--- config.mk ---
export PLATFORM = sky130hd
export DESIGN_NAME = sdram_arbiter_flat
export DESIGN_NICKNAME = d
export VERILOG_FILES = /design/src/rtl/sdram_arb_pkg.sv /design/src/rtl/sdram_arbiter_if.sv /design/src/rtl/refresh_timer.sv /design/src/rtl/sdram_arbiter.sv /design/src/flat_wrapper.sv
export SDC_FILE = /design/constraint.sdc
export NUM_CORES = 1
export LEC_CHECK = 0
export CORE_ASPECT_RATIO = 0.5
export CORE_MARGIN = 4
export CORE_UTILIZATION = 45
export DETAILED_ROUTE_END_ITERATION = 7
export PLACE_DENSITY = 0.82
export RECOVER_POWER = 100
export SYNTH_ARGS = -nofsm -noshare
export SYNTH_HDL_FRONTEND = slang
export SYNTH_HIERARCHICAL = 1
export SYNTH_SLANG_ARGS = --single-unit
export TNS_END_PERCENT = 50
--- constraint.sdc ---
create_clock -name clk -period 3.1 [get_ports clk]
set_input_delay 0.465 -clock clk [delete_from_list [all_inputs] [get_ports clk]]
set_output_delay 0.465 -clock clk [all_outputs]
set_load 0.03 [all_outputs]
--- src/rtl/sdram_arb_pkg.sv ---
// ---------------------------------------------------------------------------
// sdram_arb_pkg
// Shared types and defaults for the SDRAM arbiter slice.
//   state_t : arbiter FSM states (IDLE, ISSUE, DONE)
//   owner_t : which requester owns the controller for the current command
//   ARB_ADDR_W / ARB_DATA_W : default word-address and data widths
// ---------------------------------------------------------------------------
package sdram_arb_pkg;

    localparam int ARB_ADDR_W = 22;
    localparam int ARB_DATA_W = 16;

    typedef enum logic [1:0] {
        IDLE  = 2'd0,
        ISSUE = 2'd1,
        DONE  = 2'd2
    } state_t;

    typedef enum logic [1:0] {
        OWN_NONE = 2'd0,
        OWN_VID  = 2'd1,
        OWN_REF  = 2'd2,
        OWN_CPU  = 2'd3
    } owner_t;

    // A completed command returns data only for video reads and CPU reads.
    function automatic logic owner_gets_data(owner_t owner, logic is_write);
        return (owner == OWN_VID) || ((owner == OWN_CPU) && !is_write);
    endfunction

endpackage

--- src/rtl/sdram_arbiter_if.sv ---
// ---------------------------------------------------------------------------
// sdram_arbiter_if
// Command/response bus between the arbiter and the SDRAM controller.
//   mem_addr/mem_dataw    : word address and write data (controller iaddr/dataw)
//   mem_rd/mem_we_n       : read strobe / active-low write strobe
//   mem_lb_n/mem_ub_n     : active-low byte masks (controller ilb_n/iub_n)
//   mem_refresh           : refresh strobe
//   mem_datar/mem_busy    : read data and busy flag from the controller
// Modports: master = arbiter side, slave = controller side.
// ---------------------------------------------------------------------------
interface sdram_arbiter_if
    import sdram_arb_pkg::*;
#(
    parameter int ADDR_W = ARB_ADDR_W,
    parameter int DATA_W = ARB_DATA_W
) ();

    logic [ADDR_W-1:0] mem_addr;
    logic [DATA_W-1:0] mem_dataw;
    logic              mem_rd;
    logic              mem_we_n;
    logic              mem_lb_n;
    logic              mem_ub_n;
    logic              mem_refresh;
    logic [DATA_W-1:0] mem_datar;
    logic              mem_busy;

    modport master (
        output mem_addr, mem_dataw, mem_rd, mem_we_n, mem_lb_n, mem_ub_n, mem_refresh,
        input  mem_datar, mem_busy
    );

    modport slave (
        input  mem_addr, mem_dataw, mem_rd, mem_we_n, mem_lb_n, mem_ub_n, mem_refresh,
        output mem_datar, mem_busy
    );

endinterface

--- src/rtl/refresh_timer.sv ---
// ---------------------------------------------------------------------------
// refresh_timer
// Free-running refresh tick generator with a saturating owed-refresh count.
//   clk, reset_n   : clock, asynchronous active-low reset
//   grant_ref      : the arbiter is granting a refresh this cycle
//   refresh_owed   : number of refreshes due but not yet granted (0..3)
//   refresh_miss   : sticky, a tick arrived while the count was already 3
// ---------------------------------------------------------------------------
module refresh_timer #(
    parameter int REFRESH_PERIOD = 780
) (
    input  logic       clk,
    input  logic       reset_n,
    input  logic       grant_ref,
    output logic [1:0] refresh_owed,
    output logic       refresh_miss
);

    localparam int                CNT_W  = (REFRESH_PERIOD > 1) ? $clog2(REFRESH_PERIOD) : 1;
    localparam logic [CNT_W-1:0]  RELOAD = CNT_W'(REFRESH_PERIOD - 1);

    logic [CNT_W-1:0] cnt_q, cnt_d;
    logic [1:0]       owed_q, owed_d;
    logic             miss_q, miss_d;
    logic             tick;

    always_comb begin
        tick   = (cnt_q == '0);
        cnt_d  = tick ? RELOAD : (cnt_q - 1'b1);
        owed_d = owed_q;
        miss_d = miss_q;
        // A tick coinciding with a grant cancels out, so it is never counted as dropped.
        if (tick && !grant_ref) begin
            if (owed_q == 2'd3) begin
                miss_d = 1'b1;
            end else begin
                owed_d = owed_q + 2'd1;
            end
        end else if (!tick && grant_ref && (owed_q != 2'd0)) begin
            owed_d = owed_q - 2'd1;
        end
    end

    always_ff @(posedge clk or negedge reset_n) begin
        if (!reset_n) begin
            cnt_q  <= RELOAD;
            owed_q <= 2'd0;
            miss_q <= 1'b0;
        end else begin
            cnt_q  <= cnt_d;
            owed_q <= owed_d;
            miss_q <= miss_d;
        end
    end

    assign refresh_owed = owed_q;
    assign refresh_miss = miss_q;

endmodule

--- src/rtl/sdram_arbiter.sv ---
// ---------------------------------------------------------------------------
// sdram_arbiter
// Fixed-priority scheduler sharing one SDRAM controller between the video
// fetcher, the CPU and the refresh timer. One command in flight at a time.
//   clk, reset_n                    : clock, asynchronous active-low reset
//   vid_req/vid_addr                : video read request (held until vid_ack)
//   vid_ack/vid_data/vid_valid      : grant pulse, read data, data-valid pulse
//   cpu_req/cpu_we/cpu_addr/
//   cpu_wdata/cpu_lb_n/cpu_ub_n     : CPU request (held until cpu_ack)
//   cpu_ack/cpu_rdata/cpu_valid     : grant pulse, read data, data-valid pulse
//   mem                             : controller command bus (master side)
//   refresh_owed/refresh_miss       : refresh bookkeeping from refresh_timer
// Priority in IDLE: refresh (owed>=2) > video > refresh (owed==1) > CPU.
// ---------------------------------------------------------------------------
module sdram_arbiter
    import sdram_arb_pkg::*;
#(
    parameter int REFRESH_PERIOD = 780,
    parameter int ADDR_W         = ARB_ADDR_W,
    parameter int DATA_W         = ARB_DATA_W
) (
    input  logic              clk,
    input  logic              reset_n,
    input  logic              vid_req,
    input  logic [ADDR_W-1:0] vid_addr,
    output logic              vid_ack,
    output logic [DATA_W-1:0] vid_data,
    output logic              vid_valid,
    input  logic              cpu_req,
    input  logic              cpu_we,
    input  logic [ADDR_W-1:0] cpu_addr,
    input  logic [DATA_W-1:0] cpu_wdata,
    input  logic              cpu_lb_n,
    input  logic              cpu_ub_n,
    output logic              cpu_ack,
    output logic [DATA_W-1:0] cpu_rdata,
    output logic              cpu_valid,
    sdram_arbiter_if.master   mem,
    output logic [1:0]        refresh_owed,
    output logic              refresh_miss
);

    state_t            state_q, state_d;
    owner_t            owner_q, owner_d;
    logic              wr_q, wr_d;
    logic [ADDR_W-1:0] addr_q, addr_d;
    logic [DATA_W-1:0] dataw_q, dataw_d;
    logic              lb_n_q, lb_n_d;
    logic              ub_n_q, ub_n_d;
    logic              rd_q, rd_d;
    logic              we_n_q, we_n_d;
    logic              ref_q, ref_d;
    logic              vid_ack_q, vid_ack_d;
    logic              cpu_ack_q, cpu_ack_d;
    logic              vid_valid_q, vid_valid_d;
    logic              cpu_valid_q, cpu_valid_d;
    logic [DATA_W-1:0] vid_data_q, vid_data_d;
    logic [DATA_W-1:0] cpu_rdata_q, cpu_rdata_d;
    logic              grant_ref;

    refresh_timer #(
        .REFRESH_PERIOD(REFRESH_PERIOD)
    ) u_refresh_timer (
        .clk          (clk),
        .reset_n      (reset_n),
        .grant_ref    (grant_ref),
        .refresh_owed (refresh_owed),
        .refresh_miss (refresh_miss)
    );

    always_comb begin
        state_d     = state_q;
        owner_d     = owner_q;
        wr_d        = wr_q;
        addr_d      = addr_q;
        dataw_d     = dataw_q;
        lb_n_d      = lb_n_q;
        ub_n_d      = ub_n_q;
        rd_d        = rd_q;
        we_n_d      = we_n_q;
        ref_d       = ref_q;
        vid_ack_d   = 1'b0;
        cpu_ack_d   = 1'b0;
        vid_valid_d = 1'b0;
        cpu_valid_d = 1'b0;
        vid_data_d  = vid_data_q;
        cpu_rdata_d = cpu_rdata_q;
        grant_ref   = 1'b0;

        unique case (state_q)
            IDLE: begin
                // A single owed refresh yields to video but not to the CPU.
                if ((refresh_owed >= 2'd2) || (!vid_req && (refresh_owed == 2'd1))) begin
                    grant_ref = 1'b1;
                    owner_d   = OWN_REF;
                    wr_d      = 1'b0;
                    ref_d     = 1'b1;
                    state_d   = ISSUE;
                end else if (vid_req) begin
                    owner_d   = OWN_VID;
                    wr_d      = 1'b0;
                    addr_d    = vid_addr;
                    lb_n_d    = 1'b0;
                    ub_n_d    = 1'b0;
                    rd_d      = 1'b1;
                    vid_ack_d = 1'b1;
                    state_d   = ISSUE;
                end else if (cpu_req) begin
                    owner_d   = OWN_CPU;
                    wr_d      = cpu_we;
                    addr_d    = cpu_addr;
                    dataw_d   = cpu_wdata;
                    lb_n_d    = cpu_lb_n;
                    ub_n_d    = cpu_ub_n;
                    rd_d      = !cpu_we;
                    we_n_d    = !cpu_we;
                    cpu_ack_d = 1'b1;
                    state_d   = ISSUE;
                end
            end
            ISSUE: begin
                // Controller has accepted the command once it reports busy.
                if (mem.mem_busy) begin
                    rd_d    = 1'b0;
                    we_n_d  = 1'b1;
                    ref_d   = 1'b0;
                    state_d = DONE;
                end
            end
            DONE: begin
                if (!mem.mem_busy) begin
                    if (owner_gets_data(owner_q, wr_q)) begin
                        if (owner_q == OWN_VID) begin
                            vid_data_d  = mem.mem_datar;
                            vid_valid_d = 1'b1;
                        end else begin
                            cpu_rdata_d = mem.mem_datar;
                            cpu_valid_d = 1'b1;
                        end
                    end
                    owner_d = OWN_NONE;
                    state_d = IDLE;
                end
            end
            default: state_d = IDLE;
        endcase
    end

    always_ff @(posedge clk or negedge reset_n) begin
        if (!reset_n) begin
            state_q     <= IDLE;
            owner_q     <= OWN_NONE;
            wr_q        <= 1'b0;
            addr_q      <= '0;
            dataw_q     <= '0;
            lb_n_q      <= 1'b1;
            ub_n_q      <= 1'b1;
            rd_q        <= 1'b0;
            we_n_q      <= 1'b1;
            ref_q       <= 1'b0;
            vid_ack_q   <= 1'b0;
            cpu_ack_q   <= 1'b0;
            vid_valid_q <= 1'b0;
            cpu_valid_q <= 1'b0;
            vid_data_q  <= '0;
            cpu_rdata_q <= '0;
        end else begin
            state_q     <= state_d;
            owner_q     <= owner_d;
            wr_q        <= wr_d;
            addr_q      <= addr_d;
            dataw_q     <= dataw_d;
            lb_n_q      <= lb_n_d;
            ub_n_q      <= ub_n_d;
            rd_q        <= rd_d;
            we_n_q      <= we_n_d;
            ref_q       <= ref_d;
            vid_ack_q   <= vid_ack_d;
            cpu_ack_q   <= cpu_ack_d;
            vid_valid_q <= vid_valid_d;
            cpu_valid_q <= cpu_valid_d;
            vid_data_q  <= vid_data_d;
            cpu_rdata_q <= cpu_rdata_d;
        end
    end

    assign mem.mem_addr    = addr_q;
    assign mem.mem_dataw   = dataw_q;
    assign mem.mem_rd      = rd_q;
    assign mem.mem_we_n    = we_n_q;
    assign mem.mem_lb_n    = lb_n_q;
    assign mem.mem_ub_n    = ub_n_q;
    assign mem.mem_refresh = ref_q;

    assign vid_ack   = vid_ack_q;
    assign cpu_ack   = cpu_ack_q;
    assign vid_valid = vid_valid_q;
    assign cpu_valid = cpu_valid_q;
    assign vid_data  = vid_data_q;
    assign cpu_rdata = cpu_rdata_q;

endmodule
--- src/flat_wrapper.sv ---
// flat-port wrapper written by rule: the top's interface ports become plain ports
module sdram_arbiter_flat import sdram_arb_pkg::*;
#(
    parameter int REFRESH_PERIOD = 780,
    parameter int ADDR_W         = ARB_ADDR_W,
    parameter int DATA_W         = ARB_DATA_W
)
  (clk, reset_n, vid_req, vid_addr, vid_ack, vid_data, vid_valid, cpu_req, cpu_we, cpu_addr, cpu_wdata, cpu_lb_n, cpu_ub_n, cpu_ack, cpu_rdata, cpu_valid, refresh_owed, refresh_miss, mem_mem_addr, mem_mem_dataw, mem_mem_rd, mem_mem_we_n, mem_mem_lb_n, mem_mem_ub_n, mem_mem_refresh, mem_mem_datar, mem_mem_busy);
  sdram_arbiter_if #(.ADDR_W(ADDR_W), .DATA_W(DATA_W)) mem_i ();
  input  logic clk;
  input  logic reset_n;
  input  logic vid_req;
  input  logic [ADDR_W-1:0] vid_addr;
  output logic vid_ack;
  output logic [DATA_W-1:0] vid_data;
  output logic vid_valid;
  input  logic cpu_req;
  input  logic cpu_we;
  input  logic [ADDR_W-1:0] cpu_addr;
  input  logic [DATA_W-1:0] cpu_wdata;
  input  logic cpu_lb_n;
  input  logic cpu_ub_n;
  output logic cpu_ack;
  output logic [DATA_W-1:0] cpu_rdata;
  output logic cpu_valid;
  output logic [1:0] refresh_owed;
  output logic refresh_miss;
  output wire logic [$bits(mem_i.mem_addr)-1:0] mem_mem_addr;
  output wire logic [$bits(mem_i.mem_dataw)-1:0] mem_mem_dataw;
  output wire logic [$bits(mem_i.mem_rd)-1:0] mem_mem_rd;
  output wire logic [$bits(mem_i.mem_we_n)-1:0] mem_mem_we_n;
  output wire logic [$bits(mem_i.mem_lb_n)-1:0] mem_mem_lb_n;
  output wire logic [$bits(mem_i.mem_ub_n)-1:0] mem_mem_ub_n;
  output wire logic [$bits(mem_i.mem_refresh)-1:0] mem_mem_refresh;
  input wire logic [$bits(mem_i.mem_datar)-1:0] mem_mem_datar;
  input wire logic [$bits(mem_i.mem_busy)-1:0] mem_mem_busy;
  assign mem_mem_addr = mem_i.mem_addr;
  assign mem_mem_dataw = mem_i.mem_dataw;
  assign mem_mem_rd = mem_i.mem_rd;
  assign mem_mem_we_n = mem_i.mem_we_n;
  assign mem_mem_lb_n = mem_i.mem_lb_n;
  assign mem_mem_ub_n = mem_i.mem_ub_n;
  assign mem_mem_refresh = mem_i.mem_refresh;
  assign mem_i.mem_datar = mem_mem_datar;
  assign mem_i.mem_busy = mem_mem_busy;
  sdram_arbiter #(.REFRESH_PERIOD(REFRESH_PERIOD), .ADDR_W(ADDR_W), .DATA_W(DATA_W)) u_core (.clk(clk), .reset_n(reset_n), .vid_req(vid_req), .vid_addr(vid_addr), .vid_ack(vid_ack), .vid_data(vid_data), .vid_valid(vid_valid), .cpu_req(cpu_req), .cpu_we(cpu_we), .cpu_addr(cpu_addr), .cpu_wdata(cpu_wdata), .cpu_lb_n(cpu_lb_n), .cpu_ub_n(cpu_ub_n), .cpu_ack(cpu_ack), .cpu_rdata(cpu_rdata), .cpu_valid(cpu_valid), .mem(mem_i), .refresh_owed(refresh_owed), .refresh_miss(refresh_miss));
endmodule
==> metrics.md <==
| Metric | Value |
|---|---|
| Total global routing overflow | `0` |
| Slew @ Worst Pin | `around 2 ns` |
| Total leakage power | `around 2.7 nW` |
| Hold_buf cts | `0` |
| DR DRC count | `0` |
| Total I/O pin count | `166` |
| Relative slew slack | `-0.332` |
| Proportion of layout cells with a drive suffix above 1 | `0.251` |
| # port buffers | `approximately 170` |
| CTS H-tree lvls | `3` |
| YS warnings | `6` |
| Routed wire length | `about 9900 um` |
| Setup Skew | `0.00470 ns` |
| Pre-CTS WS | `0.777 ns` |
| Pwr per Cell Area | `~960 mW/mm2` |
| Final setup fails | `0` |
| Die Y | `approximately 76 um` |
| Status | `finished, violations left` |
| Post-synth EDFFs | `0` |
| Worst reg2reg startpoint | `u_core/u_refresh_timer/refresh_owed[1]$_DFFE_PN0P_` |
| First-pass GRT wire length | `roughly 16,000 um` |
| Max VDD drop | `0.452 mV` |
| Cts bufs inserted | `9` |
| Post-CTS Setup Inserts | `0` |
| Fin crit period | `roughly 2.5 ns` |
| Register area share after synthesis | `0.578` |
| Final worst-path cycle share | `0.820` |
| Critical path fanouts, max | `21` |
| Biggest area consumer among synthesized cells | `dfrtp_1` |
| Hold-critical path depth | `2` |
| Area growth syn-to-layout | `47.1%` |
| DP Area | `around 0.0060 mm2` |
| Die Span X | `between 100 and 150 um` |
| Synth top cells by count | `dfrtp_1 (89), mux2_2 (83), inv_1 (11)` |
| RD Place Congestion | `about 0.74` |
| F_max | `between 300 and 400 MHz` |
| CTS Sinks | `97` |
| Core area | `between 0.008 and 0.009 mm2` |
| Initial antenna violation count | `0` |
| Worst-case reg-to-reg path depth | `4` |
| CTS Root Cell | `clkbuf_16` |
| Worst Path Required | `about 3.3 ns` |
| Initial Util | `0.473` |
| Largest net degree at the start of global routing | `between 80 and 90` |
| Syn Std Cell Area | `approximately 0.0042 mm2` |
| Synthesized instance count | `between 200 and 300` |
| Count leader, synth | `dfrtp_1` |
| Post-synthesis cell type count | `48` |
| Failing checks | `max-capacitance violations, max-slew violations` |
| Cts repair resizes | `0` |
| Syn_area_per_cell | `14.3 um2` |
| Final HPWL DP | `around 7500 um` |
| Design area | `roughly 0.0062 mm2` |
| Die area | `0.0111 mm2` |
| Hold endpoint | `u_core/mem.mem_ub_n$_DFFE_PN1P_` |
| Worst hold path type | `reg2reg` |
| Total GRT Usage | `0.181` |
| #FFs+latches synth | `97` |
| Clock-pin slew on the worst setup and hold paths | `roughly 0.060 ns` |
| Routed via count | `2,944` |
| Non-filler cells, final | `around 600` |
| Setup crit end kind | `flip-flop` |
| Worst path arrival time | `2.76 ns` |
| Reg2Reg Setup Slack | `between 0.7 and 0.8 ns` |
| Post-DRT Antenna Nets | `0` |
| Fin nets | `between 500 and 600` |
| Share of the synthesized area in the top cell type | `0.528` |
| TNS Setup | `0 ns` |
| Antenna diodes | `0` |
| Min-delay src | `u_core/mem.mem_ub_n$_DFFE_PN1P_` |
| DR iter-0 viols | `~120` |
| Fraction of registers with async set/reset | `1.00` |
| Top FF cell, synth | `dfrtp_1` |
| Clock latency on the worst-skew pair | `about 0.33 ns` |
| Synth area leaders | `dfrtp_1 (53%), mux2_2 (22%), dfstp_2 (5.0%)` |
| Worst setup margin | `0.559 ns` |
| Fin. Hold Viols | `0` |
| Vias in the first global route | `roughly 3,200` |
| DRT Pass-1 Iters | `4` |
| Worst R2R End | `u_core/mem.mem_dataw[11]$_DFFE_PN0P_` |
| Fin. max-slew vios | `84` |
| CTS tree | `built` |
| Vias/cell | `5.02` |
| Maxcap violations | `1` |
| RSZ-0062 raised after global routing | `no` |
| Rows | `24` |
| Detail-routed net length per standard cell | `between 15 and 20 um` |
| Critical Setup Path Class | `in2reg` |
| Final Power | `5.98 mW` |
| Placed Instances | `roughly 570` |
| Crit path launch type | `input pin` |
| Max clock buf depth | `2` |
| Syn Nets | `about 380` |
==> layout by cell type, fill, tap and decap left out, types with 3 or more instances in the layout <==
cell type        netlist  routed
dfrtp_1               89      89
dlygate4sd3_1          0      84
mux2_2                83      83
clkdlybuf4s50_1        0      80
inv_1                 11      11
clkbuf_16              0       9
nor2_1                 9       9
mux2_1                 0       9
nand2_1                9       9
nor3_1                 7       7
o21ai_0                7       7
dfstp_2                8       7
clkbuf_1               5       5
a21oi_1                4       4
clkbuf_8               0       3
nor4_1                 2       3
==> logic make-up after synthesis <==
| logic type | share of synthesized area |
|---|---|
| compound gates | 0.0468 |
| xor+xnor | 0.00415 |
| fa+ha+maj | 0.00593 |
| buf+inv | 0.0332 |
| flops | 0.578 |
| mux | 0.258 |
| simple gates | 0.0741 |
==> stage by stage <==
stage | util | hold slack, ns
after CTS | 0.705 | 0.343
final | 0.696 | 0.460
after floorplan | - | 0.169
after detailed placement | 0.669 | 0.453
after global routing | 0.696 | 0.492
after global placement | 0.669 | 0.447
==> layout make-up <==
| class | count | area (um2) |
|---|---|---|
| clock buffer | 13 | 270 |
| clock inverter | 3 | 47.5 |
| fill | 646 | 2710 |
| inverter | 11 | 41.3 |
| multi-input combinational | 174 | 1580 |
| sequential | 97 | 2440 |
| tap | 117 | 146 |
| timing repair buffer | 172 | 1680 |
==> worst max-delay path, cell delays in order <==
cell	delay [ns]
dlygate4sd3_1	0.64
nor3_1	0.21
and3_1	0.18
clkbuf_1	0.83
mux2_2	0.42
==> how the worst max path moves through the flow <==
stage                                                             from                                    to  slack [ns]
CTS                 u_core/u_refresh_timer/refresh_owed[1]$_DFFE_PN0P_                       refresh_owed[1]        0.92
finish                                                         vid_req  u_core/mem.mem_dataw[11]$_DFFE_PN0P_        0.56
floorplan                                                      vid_req   u_core/mem.mem_addr[10]$_DFFE_PN0P_        1.20
global route                                                   vid_req   u_core/mem.mem_dataw[4]$_DFFE_PN0P_        0.43
global placement                                          mem_mem_busy       u_core/vid_data[12]$_DFFE_PN0P_        0.83
detailed placement                                        mem_mem_busy       u_core/vid_data[12]$_DFFE_PN0P_        0.78
==> sequential cells by signal, indices dropped and copies added (netlist names) <==
register,flops
u_core/cpu_ack,1
u_core/cpu_rdata,16
u_core/cpu_valid,1
u_core/mem.mem_addr,22
u_core/mem.mem_dataw,16
u_core/mem.mem_lb_n,1
u_core/mem.mem_rd,1
u_core/mem.mem_refresh,1
u_core/mem.mem_ub_n,1
u_core/mem.mem_we_n,1
u_core/owner_q,2
u_core/state_q,2
u_core/u_refresh_timer/cnt_q,10
u_core/u_refresh_timer/refresh_miss,1
u_core/u_refresh_timer/refresh_owed,2
u_core/vid_ack,1
u_core/vid_data,16
u_core/vid_valid,1
u_core/wr_q,1
==> layer usage <==
| metal | part of all wire | global-route usage | vias up |
|---|---|---|---|
| li1 | - | - | 1399 |
| met1 | 0.40 | 0.204 | 1468 |
| met2 | 0.55 | 0.342 | 65 |
| met3 | 0.041 | 0.0458 | 12 |
| met4 | 0.014 | 0.0540 | 0 |
| met5 | 0 | 0 | - |
==> power by group <==
part           total (mW)  leakage [nW]  internal, mW  switching [mW]
Clock                1.14         0.156         0.694           0.447
Combinational        2.79          1.41          1.22            1.57
Sequential           2.05          1.19          1.79           0.261
Total                5.98          2.75          3.70            2.28
No activity file was read; power rests on OpenSTA's default activity.
